### src/rtl/regfile_sequencer.sv
// Register-file initiator: accepts one three-operand instruction, reads L/R, executes, writes back on O.
// Optional immediate right operand (in_imm, in_use_imm) is enabled by defining SEQ_IMM_EN.
module regfile_sequencer #(
  parameter int WIDTH     = 16,
  parameter int REG_WIDTH = 3
) (
  input  logic                 clk,
  input  logic                 res,
  input  logic                 in_valid,
  output logic                 in_ready,
  input  logic [2:0]           in_op,
  input  logic [REG_WIDTH-1:0] in_dst,
  input  logic [REG_WIDTH-1:0] in_src1,
  input  logic [REG_WIDTH-1:0] in_src2,
`ifdef SEQ_IMM_EN
  input  logic [WIDTH-1:0]     in_imm,
  input  logic                 in_use_imm,
`endif
  output logic [REG_WIDTH-1:0] lSel,
  output logic                 LOUT,
  output logic [REG_WIDTH-1:0] rSel,
  output logic                 ROUT,
  input  logic [WIDTH-1:0]     l,
  input  logic [WIDTH-1:0]     r,
  output logic [REG_WIDTH-1:0] oSel,
  output logic                 OIN,
  output logic [WIDTH-1:0]     o,
  output logic                 done,
  output logic                 flag_z,
  output logic                 flag_c
);

  typedef enum logic [1:0] {
    IDLE  = 2'd0,
    READ  = 2'd1,
    EXEC  = 2'd2,
    WRITE = 2'd3
  } state_t;

  state_t                 state_reg, state_next;
  logic [2:0]             op_reg;
  logic [REG_WIDTH-1:0]   dst_reg, src1_reg, src2_reg;
  logic [WIDTH-1:0]       result_reg;
  logic                   z_reg, c_reg;
  logic [WIDTH-1:0]       operand_b;
  logic [WIDTH-1:0]       alu_res;
  logic                   alu_c;
  logic [WIDTH:0]         alu_wide;
  logic                   accept;

`ifdef SEQ_IMM_EN
  logic                   use_imm_reg;
  logic [WIDTH-1:0]       imm_reg;
  assign operand_b = use_imm_reg ? imm_reg : r;
`else
  assign operand_b = r;
`endif

  assign accept = (state_reg == IDLE) && in_valid;

  always_ff @(posedge clk) begin
    if (res) begin
      state_reg  <= IDLE;
      op_reg     <= '0;
      dst_reg    <= '0;
      src1_reg   <= '0;
      src2_reg   <= '0;
      result_reg <= '0;
      z_reg      <= 1'b0;
      c_reg      <= 1'b0;
`ifdef SEQ_IMM_EN
      use_imm_reg <= 1'b0;
      imm_reg     <= '0;
`endif
    end else begin
      state_reg <= state_next;
      if (accept) begin
        op_reg   <= in_op;
        dst_reg  <= in_dst;
        src1_reg <= in_src1;
        src2_reg <= in_src2;
`ifdef SEQ_IMM_EN
        use_imm_reg <= in_use_imm;
        imm_reg     <= in_imm;
`endif
      end
      // l/r are the registered read data launched in READ, so they are valid now
      if (state_reg == EXEC) begin
        result_reg <= alu_res;
        z_reg      <= (alu_res == '0);
        c_reg      <= alu_c;
      end
    end
  end

  always_comb begin
    state_next = state_reg;
    in_ready   = 1'b0;
    LOUT       = 1'b0;
    ROUT       = 1'b0;
    OIN        = 1'b0;
    done       = 1'b0;
    case (state_reg)
      IDLE: begin
        in_ready = 1'b1;
        if (in_valid) state_next = READ;
      end
      READ: begin
        LOUT = 1'b1;
`ifdef SEQ_IMM_EN
        ROUT = !use_imm_reg;
`else
        ROUT = 1'b1;
`endif
        state_next = EXEC;
      end
      EXEC: state_next = WRITE;
      WRITE: begin
        OIN        = 1'b1;
        done       = 1'b1;
        state_next = IDLE;
      end
      default: state_next = IDLE;
    endcase
  end

  always_comb begin
    alu_wide = '0;
    alu_res  = '0;
    alu_c    = 1'b0;
    case (op_reg)
      3'b000: begin
        alu_wide = {1'b0, l} + {1'b0, operand_b};
        alu_res  = alu_wide[WIDTH-1:0];
        alu_c    = alu_wide[WIDTH];
      end
      3'b001: begin
        // top bit of the widened difference is the borrow
        alu_wide = {1'b0, l} - {1'b0, operand_b};
        alu_res  = alu_wide[WIDTH-1:0];
        alu_c    = alu_wide[WIDTH];
      end
      3'b010: alu_res = l & operand_b;
      3'b011: alu_res = l | operand_b;
      3'b100: alu_res = l ^ operand_b;
      3'b101: alu_res = l;
      3'b110: begin
        alu_res = {l[WIDTH-2:0], 1'b0};
        alu_c   = l[WIDTH-1];
      end
      default: begin
        alu_res = {1'b0, l[WIDTH-1:1]};
        alu_c   = l[0];
      end
    endcase
  end

  assign lSel   = src1_reg;
  assign rSel   = src2_reg;
  assign oSel   = dst_reg;
  assign o      = result_reg;
  assign flag_z = z_reg;
  assign flag_c = c_reg;

endmodule
### config.mk
export PLATFORM = sky130hd
export DESIGN_NAME = regfile_sequencer
export DESIGN_NICKNAME = d
export VERILOG_FILES = /design/src/rtl/regfile_sequencer.sv
export SDC_FILE = /design/constraint.sdc
export NUM_CORES = 1
export LEC_CHECK = 0
export BUFFER_PORTS_ARGS = -buffer_cell sky130_fd_sc_hd__buf_2
export CELL_PAD_IN_SITES_DETAIL_PLACEMENT = 1
export CELL_PAD_IN_SITES_GLOBAL_PLACEMENT = 1
export CORE_MARGIN = 3
export CORE_UTILIZATION = 35
export CTS_CLUSTER_DIAMETER = 80
export DETAILED_ROUTE_END_ITERATION = 8
export PLACE_DENSITY_LB_ADDON = 0.1
export SKIP_CTS_REPAIR_TIMING = 1
export SYNTH_ARGS = -nofsm -noshare
export SYNTH_HDL_FRONTEND = slang
export SYNTH_SLANG_ARGS = --single-unit
### constraint.sdc
create_clock -name clk -period 8.35 [get_ports clk]
set_clock_uncertainty 0.05 [all_clocks]
set_input_delay 0.4175 -clock clk [delete_from_list [all_inputs] [get_ports clk]]
set_output_delay 0.4175 -clock clk [all_outputs]
set_load 0.02 [all_outputs]
==> After elaboration in Yosys (flattened, before gate mapping) <==
Cells that the tools add are included.
{ "word_totals": {"regBits": 32, "in_bits": 47, "out_inout_bits": 32, "word_cells": 35} }
{ "op_classes": {"add_sub_neg": 2, "n_eq_ne": 10, "n_mux": 7, "bitwise": 3, "n_reduce_logical": 5} }
{ "ops": {"columns": ["cell", "n"], "rows": [
  ["16-bit case mux with 7 select lines", 1],
  ["16-bit by 16-bit adder with 17-bit output", 1],
  ["16-bit by 16-bit subtractor with 17-bit output", 1],
  ["16-bit bitwise AND", 1],
  ["16-bit zero test", 1],
  ["16-bit bitwise OR", 1],
  ["16-bit bitwise XOR", 1],
  ["3-bit == test, second input constant", 3],
  ["2-bit case mux with 4 select lines", 1],
  ["3-bit by 2-bit == test with 1-bit output, second input constant", 2],
  ["2-bit == test, second input constant", 2],
  ["1-bit case mux with 4 select lines", 1],
  ["4-bit OR reduction", 1],
  ["3-bit by 1-bit == test with 1-bit output, second input constant", 1],
  ["3-bit zero test", 1],
  ["1-bit two-way mux", 3],
  ["2-bit by 1-bit == test with 1-bit output, second input constant", 1],
  ["2-bit zero test", 1],
  ["2-bit two-way mux", 1],
  ["2-bit != test, second input constant", 1],
  ["1-bit logical AND", 1]
]} }

==> Depth between registers and ports, before layout <==
Gate-level depths: netlist of the first run.
{ "logic_depth": {"ltp_word": 3, "ltp_mapped": 12, "mapped_depth_nobuf": 12} }

==> Worst setup path after synthesis of the first run <==
OpenSTA, ideal clock, no wires.
{ "synth_timing": {"path_type": "input to register", "start": "input port l[0]", "end": "register z_reg, in the netlist flag_z", "setup_ns": 0.069, "arrival_time_ns": 2.795, "required_ns": 8.231, "path_slack_ns": 5.436, "path_stages": 12, "n_path_buf": 0, "path_cell_list": "inv_1 -> ha_1 -> fa_1 -> nor2_1 -> o31ai_1 -> mux2_2 -> o32ai_2 -> nand3_1 -> or4_1 -> nor4_1 -> nand4b_1 -> o21ai_1"} }
{ "synth_between": {"elab_chain_len": 3, "word_cells_on_any_way": 7, "classes_between": "add/sub: 2; mux: 1; bitwise: 3; reduce/logical: 1"} }
{ "synth_lines": {"columns": ["item", "line", "rtl"], "rows": [
  ["start: declaration", "23", "input logic [WIDTH-1:0] l,"],
  ["16-bit by 16-bit subtractor with 17-bit output (tied with other cells)", "139", "alu_wide = {1'b0, l} - {1'b0, operand_b};"],
  ["16-bit case mux with 7 select lines (*)", "131", "case (op_reg)"],
  ["16-bit zero test (*)", "90", "z_reg <= (alu_res == '0);"],
  ["end signal: assignment", "90", null],
  ["end: declaration", "44", "logic z_reg, c_reg;"]
]} }
Every way passes the cells marked *; elsewhere a longest branch is shown, timed or not.
A chain may end at the register's enable or synchronous reset.

==> Final worst setup path of the first run <==
{ "layout_timing": {"start": "register op_reg[2]", "end": "register z_reg, in the netlist flag_z"} }
{ "layout_between": {"elab_chain_len": 3, "word_cells_on_any_way": 9, "classes_between": "eq/ne: 6; mux: 1; reduce/logical: 2"} }
{ "layout_lines": {"columns": ["item", "line", "rtl"], "rows": [
  ["start: declaration", "41", "logic [2:0] op_reg;"],
  ["start signal: assignment", "78", "op_reg <= in_op;"],
  ["3-bit == test (tied with other cells)", "131", null],
  ["16-bit case mux with 7 select lines (*)", "131", null],
  ["16-bit zero test (*)", "90", null]
]} }
Marked as above.

==> results.py, run 1 <==
metrics = {
    "routing": {
        "first_pass_iters": 5,
        "vias_per_cell": 5.879,
        "detail-route-antenna-nets": 0,
        "drt-wirelength-per-cell_microns": 19.93,
        "drt_iter0_drc": 292,
        "drc": 0,
        "vias": 4515,
        "drt_wl_total_mm": 15.31,
    },
    "outcome": {
        "outcome": "completed",
    },
    "timing": {
        "period_minus_slack_ns": 3.865,
        "setup_violations": 0,
        "hold_viol_final": 0,
        "rsz0062_at_grt": "no",
        "drv_slew": 0,
        "finalSetupTns_ns": 0,
        "max-slew-margin-rel": 0.3254,
        "maxClockFrequency_mhz": 258.8,
        "min_period_over_period": 0.4628,
        "tightest_slew_ns": 1.006,
    },
    "die": {
        "start_util": 0.3664,
        "ios": 79,
        "dieArea_sq_um": 13570,
        "die_w_microns": 116.5,
        "dieHeight_microns": 116.5,
        "core_sq_um": 11660,
        "rows": 39,
    },
    "yosys": {
        "synth_fp_nets": 679,
        "syn_inst": 577,
        "async_reset_ff_frac": 0,
        "synthTopCellsByArea": "ha_1 (16%), dfxtp_1 (15%), a21oi_1 (6.9%)",
        "ys_ff_latch": 32,
        "synth_area_sq_um": 4273,
        "postSynthAreaPerCell_sq_um": 7.405,
        "yosys_warnings": 0,
        "yosysTopAreaCell": "ha_1",
        "synth-edff-count": 0,
        "ys_seq_area_frac": 0.1499,
        "synth_cell_type_count": 76,
        "synthFlopType": "dfxtp_1",
        "synth_top_area_frac": 0.1552,
    },
    "worst_setup_path": {
        "rrSetupSlack_ns": 4.49,
        "cp-end-kind": "flip-flop",
        "path_max_fanout": 23,
        "arrival_ns": 4.03,
        "crit_type": "reg2reg",
        "cp-start-kind": "flip-flop",
        "crit_required_ns": 8.51,
    },
    "cts": {
        "clkSinkCount": 32,
        "tritoncts": "yes",
        "tritoncts.num_buffers": 5,
        "clockBufferDepth": 2,
        "htree_levels": 2,
        "path_clk_slew_ns": 0.05,
        "clock_insertion_delay_worst_skew_ns": 0.28,
        "cts.root.buffer_cell": "clkbuf_16",
    },
    "finish": {
        "largest_reg_flops": 16,
        "synthToLayoutAreaGrowth_pct": 12.18,
        "final_cell_count_no_fill": 768,
        "drive_gt1_frac": 0.1808,
        "final_nets": 726,
        "n_antenna_cell": 0,
        "fill_cells": 1477,
    },
    "placement": {
        "dp.cells": 760,
        "dpl.hpwl_mm": 11.62,
        "gp_congestion": 0.8359,
        "portBuffers": 78,
    },
    "power": {
        "max-vdd-ir-drop_mv": 0.1750,
        "p_per_area_nw_per_um2": 212.6,
        "leakagePower_uw": 0.002209,
    },
    "grt": {
        "grt_overflow": 0,
        "antenna_found_initial": 0,
        "grt_pass1_vias": 4641,
        "grt_first_pass_wirelength_mm": 24.64,
        "grt_max_degree": 41,
        "grt_usage": 0.2295,
    },
    "min_path": {
        "hp-class": "in2reg",
    },
    "run": {
        "cap_viol_max_count": 0,
    },
}
## synth_stat cells (4+ instances only)
cell,n
a21oi_1,59
mux2_2,9
nor2b_1,6
a21o_1,10
nand4_1,4
nor3_1,14
o22ai_1,5
inv_1,52
ha_1,53
o21ai_1,5
o21ai_0,18
o31ai_1,5
a211oi_1,10
mux2i_1,20
buf_4,6
clkbuf_1,20
nand2_1,61
a221o_1,8
o211ai_1,6
nor2_1,49
a31oi_1,12
nand3_1,8
o21a_1,4
dfxtp_1,32
buf_2,9
nand2b_1,8
## metal layers
metal | GRT usage | part of all wire | routed length (microns)
met5 | 0 | 0 | 0
met4 | 0.06110 | 0.0099 | 151
met3 | 0.03316 | 0.060 | 918
met2 | 0.3848 | 0.47 | 7178
met1 | 0.3083 | 0.46 | 7060
## power by group
| part | leakage [uW] | internal, uW | switching [uW] |
|---|---|---|---|
| combinational | 0.00188 | 219 | 402 |
| clock | 0.0000712 | 119 | 63.7 |
| sequential | 0.000261 | 190 | 25.4 |
## cell usage in the layout, fill, tap and decap left out, drive strengths merged, types with 12 or more instances in the layout
master,n
a21oi,59
a31oi,12
buf,82
dfxtp,32
ha,53
inv,53
mux2i,20
nand2,61
nor2,49
nor3,15
o21ai,23
## path summary, 6_finish.rpt
| check | from | endpoint | depth (start not counted) |
|---|---|---|---|
| worst max-delay path | op_reg[2] | flag_z | 10 |
| worst min-delay path | in_dst[0] | oSel[0] | 3 |
| worst min register to register | oSel[2] | oSel[2] | 2 |
| worst max register to register | op_reg[2] | flag_z | 10 |
## through the flow
stage	hold slack (ns)	power (uW)	instance area, sq um	util	worst slack, ns
6_report	0.3282	1019	4793	0.4110	4.485
5_1_grt	0.3275	1101	4793	0.4110	4.285
4_1_cts	0.3214	1026	4793	0.4110	4.521
3_5_place_dp	0.3987	836.5	4647	0.3985	4.520
3_3_place_gp	0.3906	824.8	4647	0.3985	4.627
2_1_floorplan	0.4636	665.7	4273	-	5.436
## logic make-up (layout without fill, tap and decap cells)
logic type               count (synthesis)  count (layout)  synth area share
flip-flops                              32              32            0.1499
adder cells (fa/ha/maj)                 55              55            0.1646
multiplexers                            32              32           0.08199
buffers and inverters                   95             143            0.1004
AND/OR/NAND/NOR                        176             176            0.1965
XOR/XNOR                                 1               1          0.002050
AO/OA/AOI/OAI                          186             186            0.3045
## layout make-up
type	count	area, sq um	area share
clock buffer	8	146.4	0.03054
inverter	53	198.9	0.04150
multi-input combinational	450	3208	0.6693
sequential	32	640.6	0.1336
tap	143	178.9	0.03733
timing repair buffer	82	420.4	0.08771
## critical path: stages (launching register included)
cell and delay, ns:
dfxtp_1 0.78, buf_4 0.39, or3b_1 0.61, nor2_1 0.08, mux2_2 0.29, o32ai_2 0.34, nand3_1 0.11, or4_1 0.56
nor4_1 0.31, nand4b_1 0.15, o21ai_1 0.13
(Power assumes the default switching activity.)
==> run 2: changes to the inputs <==
--- a/config.mk
+++ b/config.mk
@@ -5,6 +5,7 @@
 export SDC_FILE = /design/constraint.sdc
 export NUM_CORES = 1
 export LEC_CHECK = 0
+export ABC_AREA = 1
 export BUFFER_PORTS_ARGS = -buffer_cell sky130_fd_sc_hd__buf_2
 export CELL_PAD_IN_SITES_DETAIL_PLACEMENT = 1
 export CELL_PAD_IN_SITES_GLOBAL_PLACEMENT = 1
==> constraint.sdc (replaced) <==
create_clock -name clk -period 3.65 [get_ports clk]
set_clock_uncertainty 0.05 [all_clocks]
set_input_delay 0.1825 -clock clk [delete_from_list [all_inputs] [get_ports clk]]
set_output_delay 0.1825 -clock clk [all_outputs]
set_load 0.02 [all_outputs]
==> run 2 against run 1 <==
  * Global-route usage rose by 2.2 points
  * Design area increased by 3.8%
  * Highest routed layer unchanged
  * Die area rose by 1.7%
  * Setup slack lost 3.5 ns
  * Register-to-register slack worse by 3.5 ns
  * Synthesized cell count rose by 32%
  * Power increased to 2.5 times the previous value
  * Flip-flop and latch count stayed put
  * Critical path depth rose by 2
  * Core utilization rose by 0.14 points
  * Largest power group unchanged
  * Sequential share of layout area fell by 0.49 points
  * Largest cell class unchanged
==> results.py, run 2 <==
metrics = {
    "power": {
        "p_per_area_nw_per_um2": 513.7,
        "power_uw": 2555,
        "leakagePower_uw": 0.002764,
        "max-vdd-ir-drop_mv": 0.3404,
    },
    "timing": {
        "maxClockFrequency_mhz": 381.6,
        "rsz0062_at_grt": "no",
        "period_minus_slack_ns": 2.620,
        "setup_violations": 0,
        "hold_ws_ns": 0.1098,
        "min_period_over_period": 0.7179,
        "tightest_slew_ns": 0.8054,
        "setup_ws_ns": 1.030,
        "finalSetupTns_ns": 0,
        "drv_slew": 0,
        "max-slew-margin-rel": 0.4625,
        "hold_viol_final": 0,
    },
    "finish": {
        "fill_cells": 1749,
        "synthToLayoutAreaGrowth_pct": 14.38,
        "multi_input_area_sq_um": 3122,
        "area.sequential_sq_um": 640.6,
        "final_cell_mix": "nand2_1 (204), inv_1 (111), nor2_1 (85)",
        "largest_reg_flops": 16,
        "drive_gt1_frac": 0.1323,
        "final_common_cell": "nand2_1",
        "final_nets": 926,
        "n_antenna_cell": 0,
    },
    "cts": {
        "cts.root.buffer_cell": "clkbuf_16",
        "tritoncts.num_buffers": 5,
        "tritoncts": "yes",
        "htree_levels": 2,
        "path_clk_slew_ns": 0.05,
        "clockBufferDepth": 2,
        "clock_insertion_delay_worst_skew_ns": 0.27,
        "clkSinkCount": 32,
    },
    "yosys": {
        "postSynthAreaPerCell_sq_um": 5.723,
        "synth_area_sq_um": 4349,
        "ys_top_cells_by_count": "nand2_1 (204), inv_1 (111), nor2_1 (85)",
        "yosysTopAreaCell": "nand2_1",
        "syn_inst": 760,
        "synthFlopType": "dfxtp_1",
        "synth_top_area_frac": 0.1761,
        "synth-edff-count": 0,
        "ys_ff_latch": 32,
        "synth_cell_type_count": 38,
        "ys_seq_area_frac": 0.1473,
        "synth_fp_nets": 862,
        "yosys_warnings": 0,
        "synth.most_common_cell": "nand2_1",
        "async_reset_ff_frac": 0,
        "synthTopCellsByArea": "nand2_1 (18%), ha_1 (15%), dfxtp_1 (15%)",
    },
    "run": {
        "cap_viol_max_count": 0,
    },
    "routing": {
        "vias": 5258,
        "vias_per_cell": 5.300,
        "drt_wl_total_mm": 17.80,
        "detail-route-antenna-nets": 0,
        "drc": 0,
        "drt_iter0_drc": 228,
        "drt-wirelength-per-cell_microns": 17.95,
        "first_pass_iters": 5,
    },
    "die": {
        "rows": 40,
        "ios": 79,
        "core_sq_um": 12060,
        "die_w_microns": 117.5,
        "start_util": 0.3606,
        "dieArea_sq_um": 13800,
        "dieHeight_microns": 117.5,
    },
    "placement": {
        "portBuffers": 78,
        "place_ws_ns": 0.8132,
        "gp_congestion": 0.9063,
        "dpl.hpwl_mm": 14.75,
    },
    "grt": {
        "grt_usage": 0.2519,
        "grt_overflow": 0,
        "grt_max_degree": 29,
        "antenna_found_initial": 0,
        "grt_pass1_vias": 5370,
        "grt_first_pass_wirelength_mm": 28.12,
    },
    "worst_setup_path": {
        "cp-start-kind": "flip-flop",
        "arrival_ns": 2.77,
        "cp-end-kind": "flip-flop",
        "path_max_fanout": 11,
        "crit_required_ns": 3.80,
        "crit_type": "reg2reg",
    },
    "outcome": {
        "outcome": "completed",
    },
    "min_path": {
        "hp-class": "in2reg",
    },
}
## run 2: cell count changes after synthesis, moves of 9 or more
cell	before	now
mux2i_1	20	0
nor2_1	49	85
nand3_1	8	80
a21oi_1	59	49
clkbuf_1	20	7
a31oi_1	12	0
o21ai_0	18	42
inv_1	52	111
o22ai_1	5	16
nand2_1	61	204
a21o_1	10	0
mux2_2	9	0
## run 2: cell families after synthesis
family,synth area share
simple gates,0.4007
flops,0.1473
buf+inv,0.1349
fa+ha+maj,0.1617
compound gates,0.1533
xor+xnor,0.002014
## run 2: worst paths after layout
kind,from,end,slack (ns),cells after the start
max,op_reg[1],flag_z,1.03,12
min,in_src1[0],lSel[0],0.11,3
max reg2reg,op_reg[1],flag_z,1.03,12
min reg2reg,lSel[0],lSel[0],0.43,2
## run 2: layer usage
| metal | vias up | GRT usage | wire, microns |
|---|---|---|---|
| li1 | 2561 | - | - |
| met1 | 2524 | 0.3219 | 8027 |
| met2 | 139 | 0.4393 | 8489 |
| met3 | 34 | 0.04037 | 773 |
| met4 | 0 | 0.07033 | 512 |
| met5 | - | 0 | 0 |
## run 2: cell type report
type	instances	area share
clock buffers	6	0.02591
clock inverters	1	0.001006
inverters	120	0.09155
multi-input cells	584	0.6275
flip-flops and latches	32	0.1288
well taps	168	0.04225
repair buffers	81	0.08300
## run 2: metrics by stage
| step | area, sq um | std cells | util |
|---|---|---|---|
| 3_5_place_dp | 4841 | 985 | 0.4013 |
| 5_1_grt | 4975 | 992 | 0.4124 |
| 2_1_floorplan | 4349 | 760 | - |
| 3_3_place_gp | 4841 | 985 | 0.4013 |
| 4_1_cts | 4975 | 992 | 0.4124 |
| 6_report | 4975 | 992 | 0.4124 |
## run 2: where the power goes
part / internal [uW] / leakage [uW] / switching, uW
Sequential: 476 / 0.000263 / 84.7
Clock: 247 / 0.0000667 / 142
Combinational: 478 / 0.00243 / 1130
## run 2: worst max-delay path, cell delays in order (launching register included)
cell and delay, ns:
dfxtp_1 0.54, inv_4 0.14, nand3_2 0.28, inv_2 0.22, nand3_1 0.13, nand3_1 0.10, nor3_1 0.45, nand2_1 0.10
nor2_1 0.10, nand2_1 0.05, nor2_1 0.14, nand3_1 0.11, a21oi_1 0.13
==> run 3: changes to the inputs <==
==> constraint.sdc (replaced) <==
create_clock -name clk -period 2.5 [get_ports clk]
set_clock_uncertainty 0.05 [all_clocks]
set_input_delay 0.125 -clock clk [delete_from_list [all_inputs] [get_ports clk]]
set_output_delay 0.125 -clock clk [all_outputs]
set_load 0.02 [all_outputs]
==> run 3 against run 2 <==
  * Routed wire length rose by 3.4%
  * Clock power rose by 58%
  * Sequential power rose by 47%
  * Critical endpoint unchanged
  * Highest routed layer unchanged
==> results.py, run 3 (same netlist as run 2, synthesis figures left out) <==
metrics = {
    "outcome": {
        "outcome": "completed",
    },
    "timing": {
        "min_period_over_period": 0.9130,
        "period_minus_slack_ns": 2.282,
        "drv_slew": 0,
        "finalSetupTns_ns": 0,
        "max-slew-margin-rel": 0.5367,
        "rsz0062_at_grt": "no",
        "maxClockFrequency_mhz": 438.1,
        "tightest_slew_ns": 0.6943,
        "setup_ws_ns": 0.2175,
        "hold_viol_final": 0,
        "setup_violations": 0,
        "hold_ws_ns": 0.04520,
    },
    "power": {
        "max-vdd-ir-drop_mv": 0.5090,
        "p_per_area_nw_per_um2": 743.9,
        "leakagePower_uw": 0.002944,
        "power_uw": 3918,
    },
    "grt": {
        "grt_first_pass_wirelength_mm": 28.99,
        "grt_max_degree": 29,
        "antenna_found_initial": 0,
        "grt_overflow": 0,
        "grt_usage": 0.2615,
        "grt_pass1_vias": 5537,
    },
    "cts": {
        "tritoncts.num_buffers": 5,
        "clkSinkCount": 32,
        "tritoncts": "yes",
        "clock_insertion_delay_worst_skew_ns": 0.28,
        "clockBufferDepth": 2,
        "path_clk_slew_ns": 0.05,
        "cts.root.buffer_cell": "clkbuf_16",
        "htree_levels": 2,
    },
    "worst_setup_path": {
        "arrival_ns": 2.44,
        "cp-end-kind": "flip-flop",
        "crit_required_ns": 2.66,
        "cp-start-kind": "input port",
        "crit_type": "in2reg",
        "r2r_start": "op_reg[2]",
        "path_max_fanout": 5,
        "cp-startpoint": "l[1]",
    },
    "finish": {
        "final_nets": 960,
        "n_antenna_cell": 0,
        "synthToLayoutAreaGrowth_pct": 21.09,
        "fill_cells": 1733,
        "drive_gt1_frac": 0.1758,
        "final_cell_mix": "nand2_1 (204), inv_1 (111), nor2_1 (85)",
        "largest_reg_flops": 16,
        "final_common_cell": "nand2_1",
        "final_cell_count_no_fill": 1027,
    },
    "die": {
        "dieArea_sq_um": 13800,
        "core_sq_um": 12060,
        "rows": 40,
        "dieHeight_microns": 117.5,
        "die_w_microns": 117.5,
        "ios": 79,
        "start_util": 0.3606,
    },
    "routing": {
        "detail-route-antenna-nets": 0,
        "first_pass_iters": 5,
        "drc": 0,
        "drt_wl_total_mm": 18.40,
        "vias_per_cell": 5.171,
        "vias": 5311,
        "drt-wirelength-per-cell_microns": 17.92,
        "drt_iter0_drc": 292,
    },
    "placement": {
        "place_ws_ns": -0.1897,
        "gp_congestion": 0.9859,
        "portBuffers": 78,
        "dpl.hpwl_mm": 15.24,
        "dp.cells": 1019,
    },
    "min_path": {
        "hp-class": "in2reg",
        "min_from": "in_src2[0]",
    },
    "run": {
        "cap_viol_max_count": 0,
    },
}
run 3: layer usage:
metal,global-route usage,wire length (microns),share of wire
met5,0,0,0
met4,0.07473,443,0.024
met3,0.03844,1110,0.060
met2,0.4650,8925,0.49
met1,0.3285,7921,0.43
run 3: through the flow:
step,util,area [sq um]
2_1_floorplan,-,4349
3_5_place_dp,0.4225,5096
6_report,0.4366,5266
4_1_cts,0.4349,5245
5_1_grt,0.4366,5266
3_3_place_gp,0.4225,5096
run 3: worst paths after layout:
kind / slack (ns) / end / cells past startpoint
worst min-delay path: 0.05 / rSel[0] / 3
worst max-delay path: 0.22 / flag_z / 16
worst min register to register: 0.42 / flag_c / 2
worst max register to register: 0.30 / flag_z / 11
run 3: power by group:
part | total [uW] | internal (uW) | switching [uW]
sequential | 824 | 698 | 126
combinational | 2480 | 806 | 1670
clock | 618 | 392 | 226
total | 3920 | 1900 | 2020
run 3: cell type report:
| cell class | instances | area, sq um | area share |
|---|---|---|---|
| sequential | 32 | 644.4 | 0.1224 |
| tap | 168 | 210.2 | 0.03991 |
| inverter | 120 | 455.4 | 0.08648 |
| clock inverter | 2 | 10.01 | 0.001901 |
| clock buffer | 6 | 138.9 | 0.02637 |
| timing repair buffer | 115 | 668.1 | 0.1269 |
| multi-input combinational | 584 | 3139 | 0.5961 |
run 3: worst max-delay path, stage by stage:
cell	delay (ns)
buf_2	0.15
inv_1	0.08
ha_1	0.39
nor2_1	0.26
nand2_1	0.11
nand2_1	0.16
nand2_1	0.07
nand3_1	0.07
nand3_1	0.08
nor3_2	0.30
nand2_1	0.09
nor2_1	0.13
nand2_1	0.06
nor2_1	0.10
nand3_1	0.09
a21oi_1	0.15
